===== config.mk =====
export PLATFORM = sky130hd
export DESIGN_NAME = fft_r2sdf_stage_flat
export DESIGN_NICKNAME = d
export VERILOG_FILES = /design/src/rtl/fft_r2sdf_stage_if.sv /design/src/rtl/fft_r2sdf_stage.sv /design/src/flat_wrapper.sv
export SDC_FILE = /design/constraint.sdc
export NUM_CORES = 1
export LEC_CHECK = 0
export CAP_MARGIN = 20
export CORE_MARGIN = 8
export CORE_UTILIZATION = 48
export CTS_CLUSTER_DIAMETER = 80
export DETAILED_ROUTE_END_ITERATION = 7
export GPL_ROUTABILITY_DRIVEN = 0
export HOLD_SLACK_MARGIN = 0.03
export PLACE_DENSITY = 0.63
export SYNTH_ARGS = -nofsm -noshare
export SYNTH_HDL_FRONTEND = slang
export SYNTH_SLANG_ARGS = --single-unit

===== constraint.sdc =====
create_clock -name clk -period 2.7 [get_ports clk]
set_input_delay 0.81 -clock clk [delete_from_list [all_inputs] [get_ports clk]]
set_output_delay 0.81 -clock clk [all_outputs]
set_load 0.005 [all_outputs]

===== src/rtl/fft_r2sdf_stage_if.sv =====
`timescale 1ns/1ps
// fft_r2sdf_stage_if: this bundle carries the sample stream into and out of one R2SDF stage.
// Ports: valid_i/flush_i/data_in_r/data_in_i go upstream->stage; valid_o/sop_o/busy_o/data_out_r/data_out_i go stage->downstream.
// Modports: slave is the stage's view and master is the driver/monitor view. OUT_W is one bit wider than DATA_W to hold butterfly growth.
interface fft_r2sdf_stage_if #(
   parameter int DATA_W = 14,
   parameter int OUT_W  = DATA_W + 1
);
   logic                     valid_i;
   logic                     flush_i;
   logic signed [DATA_W-1:0] data_in_r;
   logic signed [DATA_W-1:0] data_in_i;
   logic                     valid_o;
   logic                     sop_o;
   logic                     busy_o;
   logic signed [OUT_W-1:0]  data_out_r;
   logic signed [OUT_W-1:0]  data_out_i;

   modport slave (
      input  valid_i, flush_i, data_in_r, data_in_i,
      output valid_o, sop_o, busy_o, data_out_r, data_out_i
   );

   modport master (
      output valid_i, flush_i, data_in_r, data_in_i,
      input  valid_o, sop_o, busy_o, data_out_r, data_out_i
   );
endinterface


===== src/rtl/fft_r2sdf_stage.sv =====
`timescale 1ns/1ps
// fft_r2sdf_stage: this module is one radix-2 single-path delay-feedback butterfly stage, with an optional trivial -j rotation.
// Ports: clk and rst_n (async, active low), plus bus (slave modport), which carries the input samples, flush, outputs, sop and busy.
// Latency: a sum leaves L+1 advances after its first operand. With no valid_i and no drain, the stage holds state and drops valid_o.
module fft_r2sdf_stage #(
   parameter int DATA_W = 14,
   parameter int DELAY  = 8,
   parameter int ROT_EN = 0
) (
   input  logic             clk,
   input  logic             rst_n,
   fft_r2sdf_stage_if.slave bus
);
   localparam int OUT_W = DATA_W + 1;
   localparam int CNT_W = $clog2(2 * DELAY);
   localparam logic [CNT_W-1:0] CNT_L   = CNT_W'(DELAY);
   localparam logic [CNT_W-1:0] CNT_LM1 = CNT_W'(DELAY - 1);
   localparam logic [CNT_W-1:0] CNT_LH  = CNT_W'(DELAY / 2);
   localparam logic [CNT_W-1:0] CNT_ONE = CNT_W'(1);

   // In S_PRIMED, the delay line holds the differences of the previous block.
   typedef enum logic {S_EMPTY, S_PRIMED} state_t;
   state_t state, state_nxt;

   logic [CNT_W-1:0]        cnt, cnt_nxt;
   logic signed [OUT_W-1:0] dl_r [DELAY];
   logic signed [OUT_W-1:0] dl_i [DELAY];
   logic signed [OUT_W-1:0] x_r, x_i, d_r, d_i;
   logic signed [OUT_W-1:0] push_r, push_i, res_r, res_i;
   logic signed [OUT_W-1:0] out_r_q, out_i_q;
   logic                    valid_q, sop_q;
   logic                    primed, phase_b, adv, at_last_a, rot_slot, emit;

   assign primed    = (state == S_PRIMED);
   assign phase_b   = (cnt >= CNT_L);
   // A drain step only makes sense in phase A, where there are stored differences to push out.
   assign adv       = bus.valid_i | (bus.flush_i & primed & ~phase_b);
   assign at_last_a = (cnt == CNT_LM1);
   assign rot_slot  = (ROT_EN != 0) && (cnt >= CNT_LH);
   // Phase-A outputs of the first block after (re)start would be zeros from the empty line.
   assign emit      = phase_b | primed;

   // While flushing, the input is forced to zero so that the line drains to zeros.
   assign x_r = bus.valid_i ? {bus.data_in_r[DATA_W-1], bus.data_in_r} : '0;
   assign x_i = bus.valid_i ? {bus.data_in_i[DATA_W-1], bus.data_in_i} : '0;
   assign d_r = dl_r[DELAY-1];
   assign d_i = dl_i[DELAY-1];

   // Butterfly datapath. OUT_W holds every sum and difference of two DATA_W words exactly.
   // The negation in the -j slot is safe because a stored difference is never the most negative OUT_W value.
   always_comb begin
      push_r = x_r;
      push_i = x_i;
      res_r  = d_r;
      res_i  = d_i;
      if (phase_b) begin
         res_r  = d_r + x_r;
         res_i  = d_i + x_i;
         push_r = d_r - x_r;
         push_i = d_i - x_i;
      end else if (rot_slot) begin
         res_r = d_i;
         res_i = -d_r;
      end
   end

   // Priming FSM and sample counter. 2L is a power of two, so the counter wraps on its own.
   // When a drain step ends phase A, the stage returns to an idle, empty state at count 0.
   always_comb begin
      state_nxt = state;
      cnt_nxt   = cnt;
      if (adv) begin
         cnt_nxt = cnt + CNT_ONE;
         if (at_last_a) begin
            if (bus.valid_i) begin
               state_nxt = S_PRIMED;
            end else begin
               state_nxt = S_EMPTY;
               cnt_nxt   = '0;
            end
         end
      end
   end

   always_ff @(posedge clk or negedge rst_n) begin
      if (!rst_n) begin
         state <= S_EMPTY;
         cnt   <= '0;
      end else begin
         state <= state_nxt;
         cnt   <= cnt_nxt;
      end
   end

   // Feedback delay line: a plain shift register of L complex entries. The oldest entry is at index DELAY-1.
   always_ff @(posedge clk or negedge rst_n) begin
      if (!rst_n) begin
         for (int k = 0; k < DELAY; k++) begin
            dl_r[k] <= '0;
            dl_i[k] <= '0;
         end
      end else if (adv) begin
         dl_r[0] <= push_r;
         dl_i[0] <= push_i;
         for (int k = 1; k < DELAY; k++) begin
            dl_r[k] <= dl_r[k-1];
            dl_i[k] <= dl_i[k-1];
         end
      end
   end

   // Output register. The data is updated only on emitted samples, so it holds through gaps.
   always_ff @(posedge clk or negedge rst_n) begin
      if (!rst_n) begin
         valid_q <= 1'b0;
         sop_q   <= 1'b0;
         out_r_q <= '0;
         out_i_q <= '0;
      end else begin
         valid_q <= adv & emit;
         sop_q   <= adv & (cnt == CNT_L);
         if (adv && emit) begin
            out_r_q <= res_r;
            out_i_q <= res_i;
         end
      end
   end

   assign bus.valid_o    = valid_q;
   assign bus.sop_o      = sop_q;
   assign bus.busy_o     = primed;
   assign bus.data_out_r = out_r_q;
   assign bus.data_out_i = out_i_q;
endmodule

===== src/flat_wrapper.sv =====
// flat-port wrapper written by rule: the top's interface ports become plain ports
module fft_r2sdf_stage_flat 
#(
   parameter int DATA_W = 14,
   parameter int DELAY  = 8,
   parameter int ROT_EN = 0
)
  (clk, rst_n, bus_valid_i, bus_flush_i, bus_data_in_r, bus_data_in_i, bus_valid_o, bus_sop_o, bus_busy_o, bus_data_out_r, bus_data_out_i);
  fft_r2sdf_stage_if #(.DATA_W(DATA_W)) bus_i ();
  input  logic clk;
  input  logic rst_n;
  input wire logic [$bits(bus_i.valid_i)-1:0] bus_valid_i;
  input wire logic [$bits(bus_i.flush_i)-1:0] bus_flush_i;
  input wire logic [$bits(bus_i.data_in_r)-1:0] bus_data_in_r;
  input wire logic [$bits(bus_i.data_in_i)-1:0] bus_data_in_i;
  output wire logic [$bits(bus_i.valid_o)-1:0] bus_valid_o;
  output wire logic [$bits(bus_i.sop_o)-1:0] bus_sop_o;
  output wire logic [$bits(bus_i.busy_o)-1:0] bus_busy_o;
  output wire logic [$bits(bus_i.data_out_r)-1:0] bus_data_out_r;
  output wire logic [$bits(bus_i.data_out_i)-1:0] bus_data_out_i;
  assign bus_i.valid_i = bus_valid_i;
  assign bus_i.flush_i = bus_flush_i;
  assign bus_i.data_in_r = bus_data_in_r;
  assign bus_i.data_in_i = bus_data_in_i;
  assign bus_valid_o = bus_i.valid_o;
  assign bus_sop_o = bus_i.sop_o;
  assign bus_busy_o = bus_i.busy_o;
  assign bus_data_out_r = bus_i.data_out_r;
  assign bus_data_out_i = bus_i.data_out_i;
  fft_r2sdf_stage #(.DATA_W(DATA_W), .DELAY(DELAY), .ROT_EN(ROT_EN)) u_core (.clk(clk), .rst_n(rst_n), .bus(bus_i));
endmodule

* After elaboration in Yosys (flattened, before gate mapping)
Index checks and enable logic that the tools add are counted.
Widths: inputs -> output; s select.
** Word-level totals
- Register bits after elaboration :: 277
- Logic and storage cells :: 48
- Input port bits :: 32
- Output and inout bits :: 33
** Operators by class
- Bitwise logic cells :: 7
- Eq/ne operators :: 2
- Add/subtract/negate cells :: 5
- Reduce and logical (&&, ||, !) cells :: 2
- $lt $le $gt $ge :: 1
- Multiplexer cells :: 9
** Operator list (count)
- $mux 15 :: 6
- $add 15x15->15 :: 2
- $sub 15x15->15 :: 2
- $mux 4 :: 2
- $add 4x1->4 const B :: 1
- $and 1x1->1 :: 4
- $eq 4x3->1 const B :: 1
- $eq 4x4->1 const B :: 1
- $ge 4x4->1 const B :: 1
- $or 1x1->1 :: 2
- $reduce_and 2->1 :: 1
- $logic_and 1x1->1 :: 1
- $mux 1 :: 1
- $not 1->1 :: 1

* Depth between registers and ports, before layout
Gate-level depths: netlist of run 1.
- Word-level depth :: 5
- Gate-level depth with buffers :: 13

* Least setup slack after synthesis of run 1
OpenSTA, ideal clock, no wires.
- Path type :: input-to-reg
- Start :: input bus_valid_i
- End :: register u_core.out_r_q[14], in the netlist u_core.bus.data_out_r[14]
- Arrival :: 3.260 ns
- Setup slack :: -0.691 ns
- Cell stages on the path :: 13
- Cell sequence :: buf_2 clkbuf_1 clkbuf_1 nand2_1 ha_1 buf_6 nor3_1 o21ai_1 a2111oi_2 nor4_1 nand4b_1 xnor2_1 o21ai_1
** On the way
- Cells in the longest elaborated chain, start to end :: 3
** Ends and longest elaborated chain
- start, declared :: line flat_wrapper.sv:12 : input wire logic [$bits(bus_i.valid_i)-1:0] bus_valid_i;
- $mux 15 :: line fft_r2sdf_stage.sv:44 : assign x_r = bus.valid_i ? {bus.data_in_r[DATA_W-1], bus.data_in_r} : '0;
- $add 15x15->15 :: line fft_r2sdf_stage.sv:57 : res_r = d_r + x_r;
- $mux 15 :: line fft_r2sdf_stage.sv:56 : if (phase_b) begin
- end signal, assigned :: line fft_r2sdf_stage.sv:123 : out_r_q <= res_r;
- end, declared :: line fft_r2sdf_stage.sv:30 : logic signed [OUT_W-1:0] out_r_q, out_i_q;
Several ways; a longest one is shown, not always the timed one.
A chain may end at the register's enable or synchronous reset.

* Worst setup path in the final report of run 1
- Start :: input bus_data_in_i[10]
- End :: register u_core.out_i_q[14], in the netlist u_core.bus.data_out_i[14]
** On the way
- Cells in the longest elaborated chain, start to end :: 3
** Ends and longest elaborated chain
- start, declared :: line flat_wrapper.sv:15 : input wire logic [$bits(bus_i.data_in_i)-1:0] bus_data_in_i;
- $mux 15 :: line fft_r2sdf_stage.sv:45 : assign x_i = bus.valid_i ? {bus.data_in_i[DATA_W-1], bus.data_in_i} : '0;
- $add 15x15->15 :: line fft_r2sdf_stage.sv:58 : res_i = d_i + x_i;
- $mux 15 :: line fft_r2sdf_stage.sv:56
- end signal, assigned :: line fft_r2sdf_stage.sv:124 : out_i_q <= res_i;
- end, declared :: line fft_r2sdf_stage.sv:30
Every way passes these cells.

==> impl_results.md, run 1 <==
* Status: complete, no violations
* Crit path from: bus_data_in_i[10]
* Final Cycle Share at between 90 and 100%
* TritonCTS clock tree: built
* Routed length per instance at 15.3 um
* Vias in the first global route at about 11k
* Initial detailed-routing violation count at between 800 and 900
* Post-synthesis adder-cell area fraction at around 6.5%
* Nets at 1935
* Post-synth top area cell: dfrtp_1
* Largest family of logic cells by synthesized area: simple AND/OR/NAND/NOR gates
* # port buffers at 64
* Total power at around 19 mW
* Mean Syn Cell Area at 8.52 um^2
* Cell area after layout at 0.0176 mm^2
* First-pass GRT wire length at ~57000 um
* Worst Setup EP: u_core.bus.data_out_i[14]$_DFFE_PN0P_
* Seq/Total Area, Yosys at 49.9%
* Initial cell density of the core at about half
* # hold bufs at CTS at 0
* Synthesis-to-finish area growth at 27.1%
* Post-Syn Instances at 1631
* PD cells at 1060 mW/mm^2
* Cts bufs inserted at 29
* Core area at about 0.029 mm^2
* Synthesis warning total at 0
* R2R Setup Slk at 0.15 ns
* CP arrival at ~3.1 ns
* Area of the multi-input gates at ~0.0069 mm^2
* Netlist cell types at 73
* RR Endpoint: u_core.dl_r[119]$_DFFE_PN0P_
* Antenna violations before repair at 0
* Mux share of post-synthesis cell area at less than 1%
* Simple-gate share of the synthesized area at 24.8%
* Total grt overflow at 0
* Post-route minimum period at 2.69 ns
* Synth top area cells: dfrtp_1 (50%), nand2_1 (19%), ha_1 (5.9%)
* Vias per cell at 5.09
* Max Fclk at around 370 MHz
* Vias at between 10k and 15k
* Die W at 186 um
* Clock Latency Late Sink at 0.55 ns
* Clock slew seen by the registers of the worst setup and hold paths at ~0.07 ns
* Worst Reg-to-Reg Cells at 11
* Number of flops mapped to enable cells by yosys at 0
* CP max FO at 2
* Final Max Slew Viols at 0
* H-Tree Level Count at 1
* Setup violators final at 0
* Yosys top cell area share at 49.9%
* Final Skew at 0.00936 ns
* Async S/R FF share, synth at 100%
* Clk root buf: clkbuf_16
* Mapped cell area at 0.0139 mm^2
* Synth Area in XOR/XNOR at ~2.3%
* # diodes at 0
* Fraction of layout instances using a drive strength above 1 at 17.9%
* HPWL after DPL at 23700 um
* Hold Path Class: input pin to asynchronous set/reset pin
* Worst setup SP type: input pin
* Commonest non-fill, non-tap cell in the layout: nand2_1
* # Max-Cap Violations at 0
* Fillers at between 2k and 2.5k
* Placed Area at 0.0165 mm^2
* Register area at around 0.0069 mm^2
* GRT Total Usage at 20.2%
* Clock Tree Buf Depth at 3
* Slew @ Worst Pin at 0.538 ns
* FF+latch count, synth at approximately 280
* Worst rel slew slack at around 64%
* Synth Area in Compound Gates at 11.4%
* Placement Rows at 62
* Number of clock sinks at 277
* Most frequent cells in the layout: nand2_1 (691), dfrtp_1 (276), buf_4 (182), a21oi_1 (60), o21ai_0 (57)
* Hold Vio Cnt, Final at 0
* Leakage at 9.25 nW
* Die ar. at 0.0346 mm^2
* Die height at about 190 um
* Reg2Reg Launch Point: u_core.d_r[0]$_DFFE_PN0P_
* DRC viols at 0
* WP data required at 3.14 ns
* CP endpoint kind: register
* Largest net degree at the start of global routing at 85
* Ports at 65
* Final ANT Viol Nets at 0
* Total iterations of the first detailed-routing run at 5
* VDD IR max at 0.582 mV
* Hold_ws at 0.154 ns
* Detailed Route WL at roughly 34000 um
* Top_reg_cell synth: dfrtp_1
* Net Count, Synth at 1733
* Setup CP Type: input pin to register
area by class of cell:
class | count | share of cell area, %
clock buffers | 42 | 4.62
clock inverters | 9 | 0.581
inverters | 54 | 1.15
multi-input cells | 1213 | 38.9
flip-flops and latches | 277 | 39.3
well taps | 384 | 2.72
repair buffers | 258 | 12.7
registers in the layout (all words and copies together) (netlist names), 4 cells and up:
name and cells:
u_core.dl_i 105, u_core.d_i 15, u_core.cnt 4, u_core.d_r 15, u_core.dl_r 105, u_core.bus.data_out_r 15
u_core.bus.data_out_i 15
logic make-up after synthesis:
| kind of cell | Yosys count |
|---|---|
| muxes | 13 |
| DFF | 277 |
| AOI/OAI and AO/OA | 242 |
| xor gates and xnor gates | 36 |
| buffers and inverters | 141 |
| and+or+nand+nor | 852 |
| adders and majority gates | 70 |
what timing repair did:
item	CTS	global route
resized for setup	6	44
pin swaps	16	23
setup buffers	3	4
endpoints found under the setup margin	11	22
gates cloned	0	0
synth_stat cells (all sizes together), types with 18 or more instances:
library cell    n
nand2         699
dfrtp         277
o21ai          72
a21oi          70
clkbuf         67
ha             66
inv            54
nor2           50
xnor2          27
and3           21
buf            20
a21o           18
how the worst min path moves through the flow:
stage                                       startpoint                                    to  slack [ns]  cells after the start
after global placement     u_core.dl_r[66]$_DFFE_PN0P_           u_core.dl_r[66]$_DFFE_PN0P_        0.45                      2
after CTS                                        rst_n           u_core.dl_r[19]$_DFFE_PN0P_        0.14                      1
after detailed placement   u_core.dl_r[18]$_DFFE_PN0P_           u_core.dl_r[18]$_DFFE_PN0P_        0.46                      2
after floorplan           u_core.dl_i[100]$_DFFE_PN0P_          u_core.dl_i[100]$_DFFE_PN0P_        0.44                      2
after global routing                             rst_n           u_core.dl_r[19]$_DFFE_PN0P_        0.15                      1
final                                            rst_n  u_core.bus.data_out_r[6]$_DFFE_PN0P_        0.15                      1
power breakdown:
part           total, mW  switching (mW)  leakage, nW  internal, mW
sequential          7.14            1.27         3.54          5.87
clock               3.91            1.64        0.454          2.27
combinational       7.61            3.91         5.26          3.70
total               18.7            6.81         9.25          11.9
critical path: stages:
cell             delay [ns]
clkdlybuf4s50_1        0.48
nand2_2                0.10
ha_1                   0.30
or3_1                  0.37
a21o_1                 0.19
a31oi_2                0.20
a311oi_2               0.07
xnor2_1                0.16
and3_1                 0.18
o31a_1                 0.27
metrics by stage:
stage | setup WS [ns] | cells | utilization (%) | TNS [ns]
floorplan | -0.225 | 1631 | - | -2.15
finish | 0.00687 | 2237 | 61.7 | 0
global placement | -0.743 | 2179 | 57.6 | -19.95
detailed placement | -0.769 | 2179 | 57.6 | -21.39
global route | -0.00866 | 2237 | 61.7 | -0.0159
CTS | 0.00701 | 2233 | 60.9 | 0
per-layer routing:
metal  vias up  share of wire [%]  GRT usage [%]  routed length, um
li1       5688                  -              -                  -
met1      5418                 51           30.2              17400
met2       222                 43           30.7              14600
met3        53                4.8           3.01               1640
met4         0                1.9           4.32                643
met5         -                  0              0                  0
Power figures use the tool's default switching activity.
==> run 2, diff against run 1 <==
Settings changed: CORE_MARGIN 8 to not set.
==> run 2 against run 1 <==
Largest cell class unchanged. Register-to-register slack better by 0.03 ns. Fmax is 2.3% higher. Sequential power barely moved. Sequential share of layout area decreased by 0.44 points. Core utilization up 1.9 points. Worst setup slack better by 0.061 ns. Critical endpoint is now u_core.bus.data_out_i[11]$_DFFE_PN0P_. Sequential cell count unchanged. Via count barely moved. Count of clock-buffer cells in the layout up 6. Combinational power about the same.
==> impl_results.md, run 2 (synthesis gave the netlist of run 1 again) <==
* Total power at 19.0 mW
* R2R Setup Slk at 0.18 ns
* Ports at 65
* Worst Path Buf+Inv at 2
* Area of the multi-input gates at 0.00682 mm^2
* Fraction of layout instances using a drive strength above 1 at a little under a fifth
* Number of clock sinks at 277
* Cell area after layout at 0.0178 mm^2
* DRC viols at 0
* Clk root buf: clkbuf_16
* Worst setup SP type: input pin
* Reg2Reg Launch Point: u_core.d_r[0]$_DFFE_PN0P_
* Die height at approximately 170 um
* Crit path max-delay family: compound AO/OA/AOI/OAI gates
* HPWL after DPL at 23800 um
* # diodes at 0
* Detailed Route WL at about 34000 um
* Vias in the first global route at between 10k and 15k
* Core area at 0.0281 mm^2
* Hold Vio Cnt, Final at 0
* Clock Tree Buf Depth at 3
* WP data required at 3.19 ns
* Max Fclk at 380 MHz
* Final ANT Viol Nets at 0
* Post-route core utilization at 63.5%
* Register area at 0.00693 mm^2
* DR top layer: met4
* Leakage at roughly 9.4 nW
* # port buffers at 64
* GRT Total Usage at around a quarter
* Die W at around 170 um
* Synthesis-to-finish area growth at 28.5%
* DRT met1 WL at approximately 18000 um
* First-pass GRT wire length at 55200 um
* Cts bufs inserted at 30
* PD cells at 1060 mW/mm^2
* Placed Area at between 0.015 and 0.02 mm^2
* Metal2 WL at 14100 um
* Met3 wire len at 1720 um
* Initial cell density of the core at between 40% and 50%
* Largest net degree at the start of global routing at slightly above 70
* Placement Rows at 61
* Routed length per instance at approximately 15 um
* Clock Latency Late Sink at 0.57 ns
* # hold bufs at CTS at 0
* TritonCTS clock tree: built
* Slowest CP cell: clkdlybuf4s50_1
* Status: complete, no violations
* Final Cycle Share at 97.5%
* Vias at 11.4k
* Final Skew at 0.0282 ns
* Total grt overflow at 0
* H-Tree Level Count at 1
* CP Cell Sequence: clkdlybuf4s50_1 -> nand2_2 -> ha_1 -> inv_2 -> a21o_1 -> a21oi_2 -> a31oi_1 -> o31a_1 -> or4_1 -> nand3_1
* Worst Reg-to-Reg Cells at 11
* Vias per cell at 5.07
* Clock slew seen by the registers of the worst setup and hold paths at ~0.06 ns
* Critical Path Max Stage Delay at 0.49 ns
* Setup CP Type: input pin to register
* RR Endpoint: u_core.dl_r[119]$_DFFE_PN0P_
* Post-route minimum period at ~2.6 ns
* Hold Path Class: input pin to asynchronous set/reset pin
* # Max-Cap Violations at 0
* CP arrival at 3.12 ns
* Slew @ Worst Pin at 0.470 ns
* Total iterations of the first detailed-routing run at 5
* Initial detailed-routing violation count at 1004
* Die ar. at slightly below 0.03 mm^2
* CP max FO at 5
* CP endpoint kind: register
* Fillers at 2438
* Setup violators final at 0
* Final Max Slew Viols at 0
* Commonest non-fill, non-tap cell in the layout: nand2_1
* Antenna violations before repair at 1
* Hold_ws at 0.187 ns
* RSZ-0062 raised after global routing: true
* Nets at about 1.9k
* Worst rel slew slack at 68.7%
* Most frequent cells in the layout: nand2_1 (692), dfrtp_1 (277), buf_4 (189), a21oi_1 (61), o21ai_0 (58)
* VDD IR max at 0.593 mV
* Biggest regs: u_core.dl_i x105, u_core.dl_r x105
run 2: cell types whose count changed in the layout (fill, tap and decap cells not counted), moves of 3 or more:
cell	change
clkbuf_8	+8
buf_4	+7
buf_12	+4
clkbuf_1	-3
ha_1	+3
ha_4	-3
run 2: layout make-up:
type                            count  area share [%]
Inverter                           54            1.15
Clock buffer                       48            5.26
Clock inverter                      7           0.638
Timing Repair Buffer              268            13.2
Tap cell                          378            2.65
Multi-Input combinational cell   1213            38.2
Sequential cell                   277            38.8
run 2: worst register-to-register path, stage by stage (launching register included):
cell and delay [ns]:
dfrtp_1 0.40, inv_2 0.09, ha_4 0.16, inv_4 0.04
fa_2 0.38, a21o_1 0.23, a221oi_4 0.31, a21oi_2 0.12
a31oi_1 0.22, xor2_1 0.22, nand3_1 0.10, a31oi_1 0.17
run 2: power breakdown:
group	internal (mW)	switching (mW)
clock network	2.57	1.65
registers	5.87	1.29
logic	3.74	3.88
run 2: routing by layer:
metal,global-route usage [%],vias up
met5,0,-
met1,37.8,5397
met3,2.88,38
met2,33.6,231
li1,-,5723
met4,4.69,0
run 2: how the worst max path moves through the flow:
stage,slack (ns),cells after the start,from,endpoint
2_1_floorplan,-0.23,12,bus_valid_i,u_core.dl_r[119]$_DFFE_PN0P_
6_report,0.07,10,bus_data_in_i[6],u_core.bus.data_out_i[11]$_DFFE_PN0P_
5_1_grt,-0.05,11,bus_data_in_r[5],u_core.bus.data_out_r[14]$_DFFE_PN0P_
4_1_cts,0.002,13,bus_valid_i,u_core.dl_i[117]$_DFFE_PN0P_
3_3_place_gp,-0.67,12,bus_data_in_r[0],u_core.dl_r[119]$_DFFE_PN0P_
3_5_place_dp,-0.73,13,bus_data_in_r[0],u_core.dl_r[115]$_DFFE_PN0P_
run 2: metrics by stage:
stage,std cells,TNS (ns),setup slack [ns]
after floorplan,1631,-2.15,-0.225
after global placement,2186,-18.67,-0.675
after detailed placement,2186,-19.74,-0.725
after CTS,2241,0,0.00172
after global routing,2245,-0.0589,-0.0500
final,2245,0,0.0678
run 2: timing repair:
item | in CTS | in global routing
setup buffers | 0 | 4
pin swaps | 20 | 24
resized for setup | 10 | 27
endpoints found under the setup margin | 10 | 19
==> run 3, diff against run 2 <==
Settings changed: SLEW_MARGIN set to 0.
==> results of run 3 <==
The final DEF is identical to that of run 2; final timing and power are the same.
